[src/rtl/spi_line_fetcher_if.sv]
`timescale 1ns/1ps
`default_nettype none
// ============================================================================
// Module   : spi_line_fetcher_if
// Purpose  : Signal bundle between the display parent and the line fetcher:
//            fetch request, line-buffer read port and the SPI flash pins.
// Revision : 1.0  initial release
// ============================================================================
interface spi_line_fetcher_if;
  logic        start;
  logic [23:0] addr;
  logic        swap;
  logic        busy;
  logic        done;
  logic        rd_next;
  logic        rd_bit;
  logic        rd_valid;
  logic        spi_cs;
  logic        spi_sclk;
  logic        spi_mosi;
  logic        spi_miso;

  // Parent / display side: issues requests and consumes pixel bits.
  modport master (
    output start, addr, swap, rd_next, spi_miso,
    input  busy, done, rd_bit, rd_valid, spi_cs, spi_sclk, spi_mosi
  );

  // Fetcher side.
  modport slave (
    input  start, addr, swap, rd_next, spi_miso,
    output busy, done, rd_bit, rd_valid, spi_cs, spi_sclk, spi_mosi
  );
endinterface
`default_nettype wire

[src/rtl/spi_line_fetcher.sv]
`timescale 1ns/1ps
`default_nettype none
// ============================================================================
// Module   : spi_line_fetcher
// Purpose  : SPI READ (03h) burst into one bank of a two-bank line buffer
//            while the other bank is streamed out one pixel bit at a time.
// Revision : 1.0  initial release
// ============================================================================
module spi_line_fetcher #(
  parameter int         FETCH_BITS = 128,
  parameter logic [7:0] SPI_CMD    = 8'h03
) (
  input  wire logic         clk,
  input  wire logic         reset_n,
  spi_line_fetcher_if.slave bus
);
  localparam int IDX_W = $clog2(FETCH_BITS);
  // Counter must reach 23 in ADDR even for the smallest FETCH_BITS.
  localparam int CNT_W = (IDX_W > 5) ? IDX_W : 5;

  localparam logic [CNT_W-1:0] c_cmd_last  = CNT_W'(7);
  localparam logic [CNT_W-1:0] c_addr_last = CNT_W'(23);
  localparam logic [CNT_W-1:0] c_data_last = CNT_W'(FETCH_BITS - 1);
  // GAP spans three internal cycles; the pins lag the FSM by one register,
  // so the bus sees two cs-low cycles before done.
  localparam logic [CNT_W-1:0] c_gap_last  = CNT_W'(2);
  localparam logic [CNT_W-1:0] c_cnt_one   = CNT_W'(1);
  localparam logic [IDX_W:0]   c_ptr_end   = (IDX_W + 1)'(FETCH_BITS);
  localparam logic [IDX_W:0]   c_ptr_one   = (IDX_W + 1)'(1);

  typedef enum logic [2:0] {
    S_IDLE = 3'd0,
    S_CMD  = 3'd1,
    S_ADDR = 3'd2,
    S_DATA = 3'd3,
    S_GAP  = 3'd4
  } state_t;

  state_t               r_state, w_state_next;
  logic [CNT_W-1:0]     r_cnt, w_cnt_next;
  logic                 r_phase;
  logic [31:0]          r_shift;
  logic                 r_cs, r_sclk, r_mosi;
  logic                 r_busy, r_done;
  logic                 r_sel;
  logic [1:0]           r_valid;
  logic                 r_swap_pend;
  logic [IDX_W:0]       r_rd_ptr;
  logic [FETCH_BITS-1:0] r_bank [2];

  logic w_start_ok, w_data_end, w_gap_end;
  logic w_active, w_do_swap, w_wbank, w_fill_bank, w_rd_in_range;

  assign w_active   = (r_state == S_CMD) || (r_state == S_ADDR) || (r_state == S_DATA);
  // Pending swaps run in the cycle after done; r_done is only ever high in IDLE.
  assign w_do_swap  = ((r_state == S_IDLE) && bus.swap) || (r_done && r_swap_pend);
  assign w_wbank    = ~r_sel;
  // Bank that a newly accepted burst will fill, after any same-cycle swap.
  assign w_fill_bank = ~(r_sel ^ w_do_swap);

  // FSM next state, bit counter and burst event strobes
  always_comb begin
    w_state_next = r_state;
    w_cnt_next   = r_cnt;
    w_start_ok   = 1'b0;
    w_data_end   = 1'b0;
    w_gap_end    = 1'b0;
    unique case (r_state)
      S_IDLE: begin
        if (bus.start) begin
          w_state_next = S_CMD;
          w_cnt_next   = '0;
          w_start_ok   = 1'b1;
        end
      end
      S_CMD: begin
        if (r_phase) begin
          if (r_cnt == c_cmd_last) begin
            w_state_next = S_ADDR;
            w_cnt_next   = '0;
          end else begin
            w_cnt_next = r_cnt + c_cnt_one;
          end
        end
      end
      S_ADDR: begin
        if (r_phase) begin
          if (r_cnt == c_addr_last) begin
            w_state_next = S_DATA;
            w_cnt_next   = '0;
          end else begin
            w_cnt_next = r_cnt + c_cnt_one;
          end
        end
      end
      S_DATA: begin
        if (r_phase) begin
          if (r_cnt == c_data_last) begin
            w_state_next = S_GAP;
            w_cnt_next   = '0;
            w_data_end   = 1'b1;
          end else begin
            w_cnt_next = r_cnt + c_cnt_one;
          end
        end
      end
      S_GAP: begin
        if (r_cnt == c_gap_last) begin
          w_state_next = S_IDLE;
          w_cnt_next   = '0;
          w_gap_end    = 1'b1;
        end else begin
          w_cnt_next = r_cnt + c_cnt_one;
        end
      end
      default: begin
        w_state_next = S_IDLE;
        w_cnt_next   = '0;
      end
    endcase
  end

  // FSM state and bit counter registers
  always_ff @(posedge clk or negedge reset_n) begin
    if (!reset_n) begin
      r_state <= S_IDLE;
      r_cnt   <= '0;
    end else begin
      r_state <= w_state_next;
      r_cnt   <= w_cnt_next;
    end
  end

  // SPI pin generation, registered one cycle behind the FSM; sclk rises when the FSM leaves phase 1
  always_ff @(posedge clk or negedge reset_n) begin
    if (!reset_n) begin
      r_phase <= 1'b0;
      r_shift <= '0;
      r_cs    <= 1'b0;
      r_sclk  <= 1'b0;
      r_mosi  <= 1'b0;
      r_busy  <= 1'b0;
      r_done  <= 1'b0;
    end else begin
      r_phase <= w_active ? ~r_phase : 1'b0;
      if (w_start_ok) begin
        r_shift <= {SPI_CMD, bus.addr};
      end else if (w_active && r_phase) begin
        r_shift <= {r_shift[30:0], 1'b0};
      end
      r_cs   <= w_active;
      r_sclk <= w_active & r_phase;
      r_mosi <= w_active & r_shift[31];
      r_busy <= (r_state != S_IDLE) & ~w_gap_end;
      r_done <= w_gap_end;
    end
  end

  // Bank select, valid flags, deferred swap and read pointer
  always_ff @(posedge clk or negedge reset_n) begin
    if (!reset_n) begin
      r_sel       <= 1'b0;
      r_valid     <= 2'b00;
      r_swap_pend <= 1'b0;
      r_rd_ptr    <= '0;
    end else begin
      if (w_do_swap) begin
        r_sel <= ~r_sel;
      end
      if (w_do_swap) begin
        r_swap_pend <= 1'b0;
      end else if (bus.swap && (r_state != S_IDLE)) begin
        r_swap_pend <= 1'b1;
      end
      if (w_start_ok) begin
        r_valid[w_fill_bank] <= 1'b0;
      end
      if (w_data_end) begin
        r_valid[w_wbank] <= 1'b1;
      end
      if (w_do_swap) begin
        r_rd_ptr <= '0;
      end else if (bus.rd_next && (r_rd_ptr != c_ptr_end)) begin
        r_rd_ptr <= r_rd_ptr + c_ptr_one;
      end
    end
  end

  // Capture MISO into the write bank on the edge that raises sclk; contents need no reset
  always_ff @(posedge clk) begin
    if ((r_state == S_DATA) && r_phase) begin
      r_bank[w_wbank][r_cnt[IDX_W-1:0]] <= bus.spi_miso;
    end
  end

  assign w_rd_in_range = (r_rd_ptr != c_ptr_end);

  assign bus.rd_bit   = r_valid[r_sel] & w_rd_in_range & r_bank[r_sel][r_rd_ptr[IDX_W-1:0]];
  assign bus.rd_valid = r_valid[r_sel];
  assign bus.busy     = r_busy;
  assign bus.done     = r_done;
  assign bus.spi_cs   = r_cs;
  assign bus.spi_sclk = r_sclk;
  assign bus.spi_mosi = r_mosi;
endmodule
`default_nettype wire

[src/flat_wrapper.sv]
// flat-port wrapper written by rule: the top's interface ports become plain ports
module spi_line_fetcher_flat 
#(
  parameter int         FETCH_BITS = 128,
  parameter logic [7:0] SPI_CMD    = 8'h03
)
  (clk, reset_n, bus_start, bus_addr, bus_swap, bus_rd_next, bus_spi_miso, bus_busy, bus_done, bus_rd_bit, bus_rd_valid, bus_spi_cs, bus_spi_sclk, bus_spi_mosi);
  spi_line_fetcher_if bus_i ();
  input  wire logic clk;
  input  wire logic reset_n;
  input wire logic [$bits(bus_i.start)-1:0] bus_start;
  input wire logic [$bits(bus_i.addr)-1:0] bus_addr;
  input wire logic [$bits(bus_i.swap)-1:0] bus_swap;
  input wire logic [$bits(bus_i.rd_next)-1:0] bus_rd_next;
  input wire logic [$bits(bus_i.spi_miso)-1:0] bus_spi_miso;
  output wire logic [$bits(bus_i.busy)-1:0] bus_busy;
  output wire logic [$bits(bus_i.done)-1:0] bus_done;
  output wire logic [$bits(bus_i.rd_bit)-1:0] bus_rd_bit;
  output wire logic [$bits(bus_i.rd_valid)-1:0] bus_rd_valid;
  output wire logic [$bits(bus_i.spi_cs)-1:0] bus_spi_cs;
  output wire logic [$bits(bus_i.spi_sclk)-1:0] bus_spi_sclk;
  output wire logic [$bits(bus_i.spi_mosi)-1:0] bus_spi_mosi;
  assign bus_i.start = bus_start;
  assign bus_i.addr = bus_addr;
  assign bus_i.swap = bus_swap;
  assign bus_i.rd_next = bus_rd_next;
  assign bus_i.spi_miso = bus_spi_miso;
  assign bus_busy = bus_i.busy;
  assign bus_done = bus_i.done;
  assign bus_rd_bit = bus_i.rd_bit;
  assign bus_rd_valid = bus_i.rd_valid;
  assign bus_spi_cs = bus_i.spi_cs;
  assign bus_spi_sclk = bus_i.spi_sclk;
  assign bus_spi_mosi = bus_i.spi_mosi;
  spi_line_fetcher #(.FETCH_BITS(FETCH_BITS), .SPI_CMD(SPI_CMD)) u_core (.clk(clk), .reset_n(reset_n), .bus(bus_i));
endmodule
[config.mk]
export PLATFORM = sky130hd
export DESIGN_NAME = spi_line_fetcher_flat
export DESIGN_NICKNAME = d
export VERILOG_FILES = /design/src/rtl/spi_line_fetcher_if.sv /design/src/rtl/spi_line_fetcher.sv /design/src/flat_wrapper.sv
export SDC_FILE = /design/constraint.sdc
export NUM_CORES = 1
export LEC_CHECK = 0
export CAP_MARGIN = 20
export CORE_MARGIN = 3
export CORE_UTILIZATION = 51
export DETAILED_ROUTE_END_ITERATION = 8
export MAX_ROUTING_LAYER = met4
export PLACE_DENSITY = 0.65
export SLEW_MARGIN = 15
export SYNTH_ARGS = -nofsm -noshare
export SYNTH_HDL_FRONTEND = slang
export SYNTH_SLANG_ARGS = --single-unit
[constraint.sdc]
create_clock -name clk -period 3.5 [get_ports clk]
set_input_delay 0.7 -clock clk [delete_from_list [all_inputs] [get_ports clk]]
set_output_delay 0.7 -clock clk [all_outputs]
set_load 0.02 [all_outputs]
* Word level (Yosys, flattened, before mapping)
Memories as Yosys holds them, arrays and structs flattened. Index checks and enable logic that the tools add are counted.
Operators by class: multiplexer cells 46, eq/ne operators 17, bitwise operators 13, $lt $le $gt $ge 8, reductions and logical operators 19, add/sub/neg operators 2
Operators with widths (count):
- two-way mux 128 bit | 1
- two-way mux 32 bit | 2
- two-way mux 7 bit | 8
- case mux 7 bit (5 select lines) | 1
- two-way mux 3 bit | 8
- two-way mux 1 bit | 17
- < comparator 7 x 8 -> 1 bit (second input constant) | 2
- two-way mux 8 bit | 2
- case mux 3 bit (5 select lines) | 1
- logical AND 1 bit | 9
- adder 8 x 1 -> 8 bit (second input constant) | 1
- inequality test 2 x 1 -> 1 bit (second input constant) | 4
- inequality test 2 bit (second input constant) | 4
- inequality test 8 bit (second input constant) | 1
- AND reduction 8 bit | 1
- adder 7 x 1 -> 7 bit (second input constant) | 1
- binary-select mux 1 bit (select 7 bit) | 1
- demux 1 bit (select 7 bit) | 1
- equality test 7 x 2 -> 1 bit (second input constant) | 1
- equality test 7 x 3 -> 1 bit (second input constant) | 1
- equality test 7 x 5 -> 1 bit (second input constant) | 1
- equality test 7 bit (second input constant) | 1
- greater-or-equal comparator 7 x 1 -> 1 bit (second input constant) | 1
- equality test 3 x 2 -> 1 bit (second input constant) | 2
- 17 further kinds | 33
Word-level totals: memories kept 1, bits in registers 60, bits in writable memories 256, output and inout bits 7
Memories:
- u_core.r_bank | depth 2, width 128, read ports 1, clocked after Yosys merged registers in 0, write ports 1, RTL line spi_line_fetcher.sv:49 | logic [FETCH_BITS-1:0] r_bank [2];

* Logic depth before layout (Yosys ltp)
depth in word-level cells 14, gate-level depth with buffers 10

* Least setup slack after synthesis
OpenSTA, ideal clock, no wires.
path type reg2out, start point register u_core.r_sel, end point output bus_rd_bit, data required time 2.800 ns, setup slack 0.524 ns, data arrival time 2.276 ns, stages on the path, launching flop included 8, cell sequence dfrtp_1 -> buf_6 -> buf_2 -> mux4_2 -> mux4_2 -> o31ai_1 -> nor3_1 -> a22o_1
On the way: word-level cells in the longest chain between the ends 4
RTL lines:
- start: declaration | RTL line spi_line_fetcher.sv:45 | logic r_sel;
- start signal: assignment | RTL line spi_line_fetcher.sv:168 | r_sel <= ~r_sel;
- memory read (2 x 128 bit) or two-way mux 1 bit (tied branches)
- binary-select mux 1 bit (select 7 bit) or two-way mux 1 bit (tied branches) | RTL line spi_line_fetcher.sv:198 | assign bus.rd_bit = r_valid[r_sel] & w_rd_in_range & r_bank[r_sel][r_rd_ptr[IDX_W-1:0]];
- two-way mux 1 bit (not written as such) or AND 1 bit (tied branches) | RTL line spi_line_fetcher.sv:198
- AND 1 bit (*) | RTL line spi_line_fetcher.sv:198
- end: declaration | RTL line flat_wrapper.sv:18 | output wire logic [$bits(bus_i.rd_bit)-1:0] bus_rd_bit;
Every way passes the cells marked *; elsewhere a longest branch is shown, timed or not. The select of a mux whose other input is x is not followed.

* Worst setup path after layout
Ends and elaborated chain as after synthesis.

==> reports/metrics.sh <==
CRITICAL_PATH.TOP_DELAY_FAMILY='multiplexers'
YOSYSWARNINGS=0
DP_CELLS=1387
DETAIL_ROUTE.ITER0.VIOLATIONS=917
POST_SYNTH.CELL_AREA_AVG_UM2=13.3
POST_ROUTE_CELLS_DRIVE_ABOVE_1_SHARE_PCT=16.3
CLOCKBUFFERDEPTH=3
TIMING.FINAL.WS_SETUP_PS=-216
LEAKAGEPOWER_nW=5.43
NUMBER_OF_DISTINCT_LIBRARY_CELL_VARIANTS_IN_THE_GATE_LEVEL_NETLIST_AFTER_SYNTHESIS=49
TIMING.SETUP.TNS_PS=-216
DRC_ERRORS=0
YS_DOMINANT_REG_CELL='sky130_fd_sc_hd__edfxtp_1'
SYN2LAYOUT_AREA_GROWTH_PCT=16.0
CTS_SINKS=316
CELLPOWERDENSITY_nW_PER_UM2=730
FINAL_COMMON_CELL='sky130_fd_sc_hd__nor2_1'
GRT_PASS1_WL_UM=50600
REQUIRED_PS=2800
CORE_AREA_UM2=26400
CRITICAL_PATH_ARRIVAL_PS=3020
FINAL-SETUP-VIOL-COUNT=1
PLACEMENT.IO_BUFFERS=36
SYNTH_ENABLE_FLOP_CELLS=256
FINALINSTANCEAREA_UM2=16100
DIEAREA_UM2=29200
NUMBER_OF_CELL_ROWS=59
ANTENNA_NETS_POST_ROUTE=0
FIRST_PASS_ITERS=5
CLKTRANSATPATHREGS_PS=60
SYNTH.YOSYS.SEQ_AREA_SHARE_PCT=66.2
FINAL_MAX_SLEW_VIOL_COUNT=0
MAX-CAP-VIOLATIONS=0
SLEW-LIMIT-HEADROOM_PCT=29.7
STATUS='finished, violations left'
INITIAL_UTILIZATION_PCT=52.5
ASYNC_FLOP_SHARE_PCT=19.0
GRT_MAX_DEGREE=95
TIMING_WORST_SLEW_PIN_VALUE_PS=1050
TIMING_WORST_SETUP_PATH_TYPE='reg2out'
TIMING.CRITICAL_PATH.FANOUT_MAX=10
CRITPATHMAXSTAGEDELAY_PS=540
HTREE_LEVELS=2
CRIT_CHAIN='buf_12 -> buf_16 -> mux4_2 -> mux2i_1 -> o21ai_1 -> o211a_1 -> or4_4 -> a22o_4 -> buf_6'
NUM_ANTENNA_CELLS=0
WORSTSKEWPAIRLATENCY_PS=510
DP.FINAL_HPWL_UM=19400
SYN-CELL-AREA_UM2=13900
CLOCK_SKEW_PS=10.8
ROUTED_WIRELENGTH_UM=32400
AVG_WL_PER_CELL_UM=22.3
GLOBAL_ROUTE.OVERFLOW_TOTAL=0
TIMING.HOLD.WORST.CLASS='in2async'
FIN_CRIT_SH_PCT=106
GRT_ANTENNA_BEFORE_REPAIR=0
VIAS=8747
FINISH.NET_COUNT=1130
CTS_ROOT_BUFFER='sky130_fd_sc_hd__clkbuf_16'
CRITICAL_PATH_BUF_INV_COUNT=3
PRE_CTS_WS_PS=-104
SYNTH_NET_COUNT=1077
TIMING.CRITICAL_PATH.FROM_TYPE='register'
FIRST_GLOBAL_VIAS=8601
FINAL_REPLACE_WEIGHTED_CONGESTION=0.851
FMAX_MHz=269
FINAL_CELLS=1456
GRT_SETUP_UNREPAIRED='true'
FINAL-HOLD-VIOLATION-COUNT=0
TIMING.FINAL.CRIT_PERIOD_PS=3720
DETAILED_PLACE.AREA_UM2=14800
LAYOUT.CELLS.MOST_COMMON_LIST='sky130_fd_sc_hd__nor2_1 (287), sky130_fd_sc_hd__edfxtp_1 (256), sky130_fd_sc_hd__nand2_1 (75), sky130_fd_sc_hd__mux4_2 (59), sky130_fd_sc_hd__dfrtp_1 (58)'
SETUP.WORST_PATH.END_CLASS='output pin'
FAILED_CHECKS='setup timing'
YS_SEQ_ELEMENTS=316
TRITONCTS.NUM_BUFFERS=35
IO_PINS=37
CRITICAL_PATH.SLOWEST_CELL='sky130_fd_sc_hd__dfrtp_4'
DIEHEIGHT_UM=171
DIE-WIDTH_UM=171
POSTSYNTHCELLCOUNT=1043
VIAS_PER_CELL=6.01
CTS_TREE='built'
IRDROPWORSTVDD_uV=552
GROUTE.USAGE.OVERALL_PCT=23.6
[worst register-to-register path, delay by kind of cell, from the launching register on]
kind / cells / cell delay, ps
fa+ha+maj: 1 / 180
xor+xnor: 1 / 160
buf+inv: 2 / 390
compound gates: 1 / 300
simple gates: 4 / 1150
flops: 1 / 590
[registers in the layout (all words and copies together), names as in the netlist, 2 cells and up]
register	flops
u_core.r_shift	32
u_core.r_state	3
u_core.r_valid	2
u_core.r_rd_ptr	8
u_core.r_cnt	7
u_core.r_bank	256
[final timing paths]
kind	from	endpoint	slack, ps	cells after the start
min	reset_n	u_core.r_shift[19]	200	1
max	u_core.r_sel	bus_rd_bit	-220	9
min in group clk	u_core.r_shift[21]	u_core.r_shift[21]	470	2
min reg2reg	u_core.r_shift[21]	u_core.r_shift[21]	470	2
max in group asynchronous	reset_n	u_core.r_sel	2370	2
max reg2reg	u_core.r_rd_ptr[1]	u_core.r_rd_ptr[7]	610	9
[power by group]
part | total, W | switching, W | internal [W]
sequential | 0.00462 | 0.000279 | 0.00434
combinational | 0.00352 | 0.00179 | 0.00173
clock | 0.00362 | 0.00144 | 0.00218
[what timing repair did]
item | 4_1_cts | 5_1_grt
endpoints found under the setup margin | 1 | 1
resized for setup | 17 | 5
pin swaps | 4 | 2
hold buffers | 0 | 0
setup buffers | 3 | 2
gates cloned | 3 | 0
[routing by layer]
metal | vias up | wire length (µm) | global-route usage [%]
li1 | 3920 | - | -
met2 | 347 | 15600 | 37.1
met1 | 4421 | 13600 | 32.7
met3 | 59 | 2490 | 3.74
met4 | 0 | 779 | 6.12
met5 | - | 0 | -
[layout make-up]
class                      count  area, µm²
tap                          335        419
clock buffer                  48        977
fill                        2063      10300
inverter                      12       45.0
multi-input combinational    638       4350
timing repair buffer          93        978
clock inverter                14        148
sequential                   316       9190
[Yosys cell counts, drive strengths merged, types with 3 or more instances]
library cell | count | share of area [%]
nand3 | 21 | 0.76
ha | 4 | 0.36
and3 | 3 | 0.14
nor3 | 9 | 0.32
a22o | 12 | 0.76
nor2b | 12 | 0.54
nand4 | 5 | 0.23
mux4 | 62 | 10
a21oi | 13 | 0.50
or4 | 4 | 0.22
a22oi | 31 | 1.7
nor2 | 288 | 7.8
and2 | 6 | 0.27
edfxtp | 256 | 55
nand2b | 3 | 0.14
xnor2 | 6 | 0.38
mux2i | 25 | 1.8
nand2 | 75 | 2.0
buf | 22 | 1.0
dfrtp | 60 | 11
o21ai | 23 | 0.83
a31oi | 3 | 0.14
clkbuf | 55 | 1.5
a221oi | 9 | 0.61
inv | 10 | 0.27
or3 | 6 | 0.27
[metrics by stage]
stage	hold slack (ps)	util (%)	total power [W]
global route	226	61.0	0.0123
global placement	458	56.0	0.00791
detailed placement	463	56.0	0.00795
CTS	213	60.9	0.0118
floorplan	404	-	0.00695
finish	202	61.0	0.0118
[cell families after synthesis]
logic type                 after synthesis  synth area share [%]
and+or+nand+nor                        434                  12.8
buffers and inverters                   89                  2.83
DFF                                    316                  66.2
muxes                                   89                  12.1
adders and majority gates                4                 0.360
AOI/OAI and AO/OA                      104                  5.27
xor gates and xnor gates                 7                 0.442
Power figures use the tool's default switching activity.
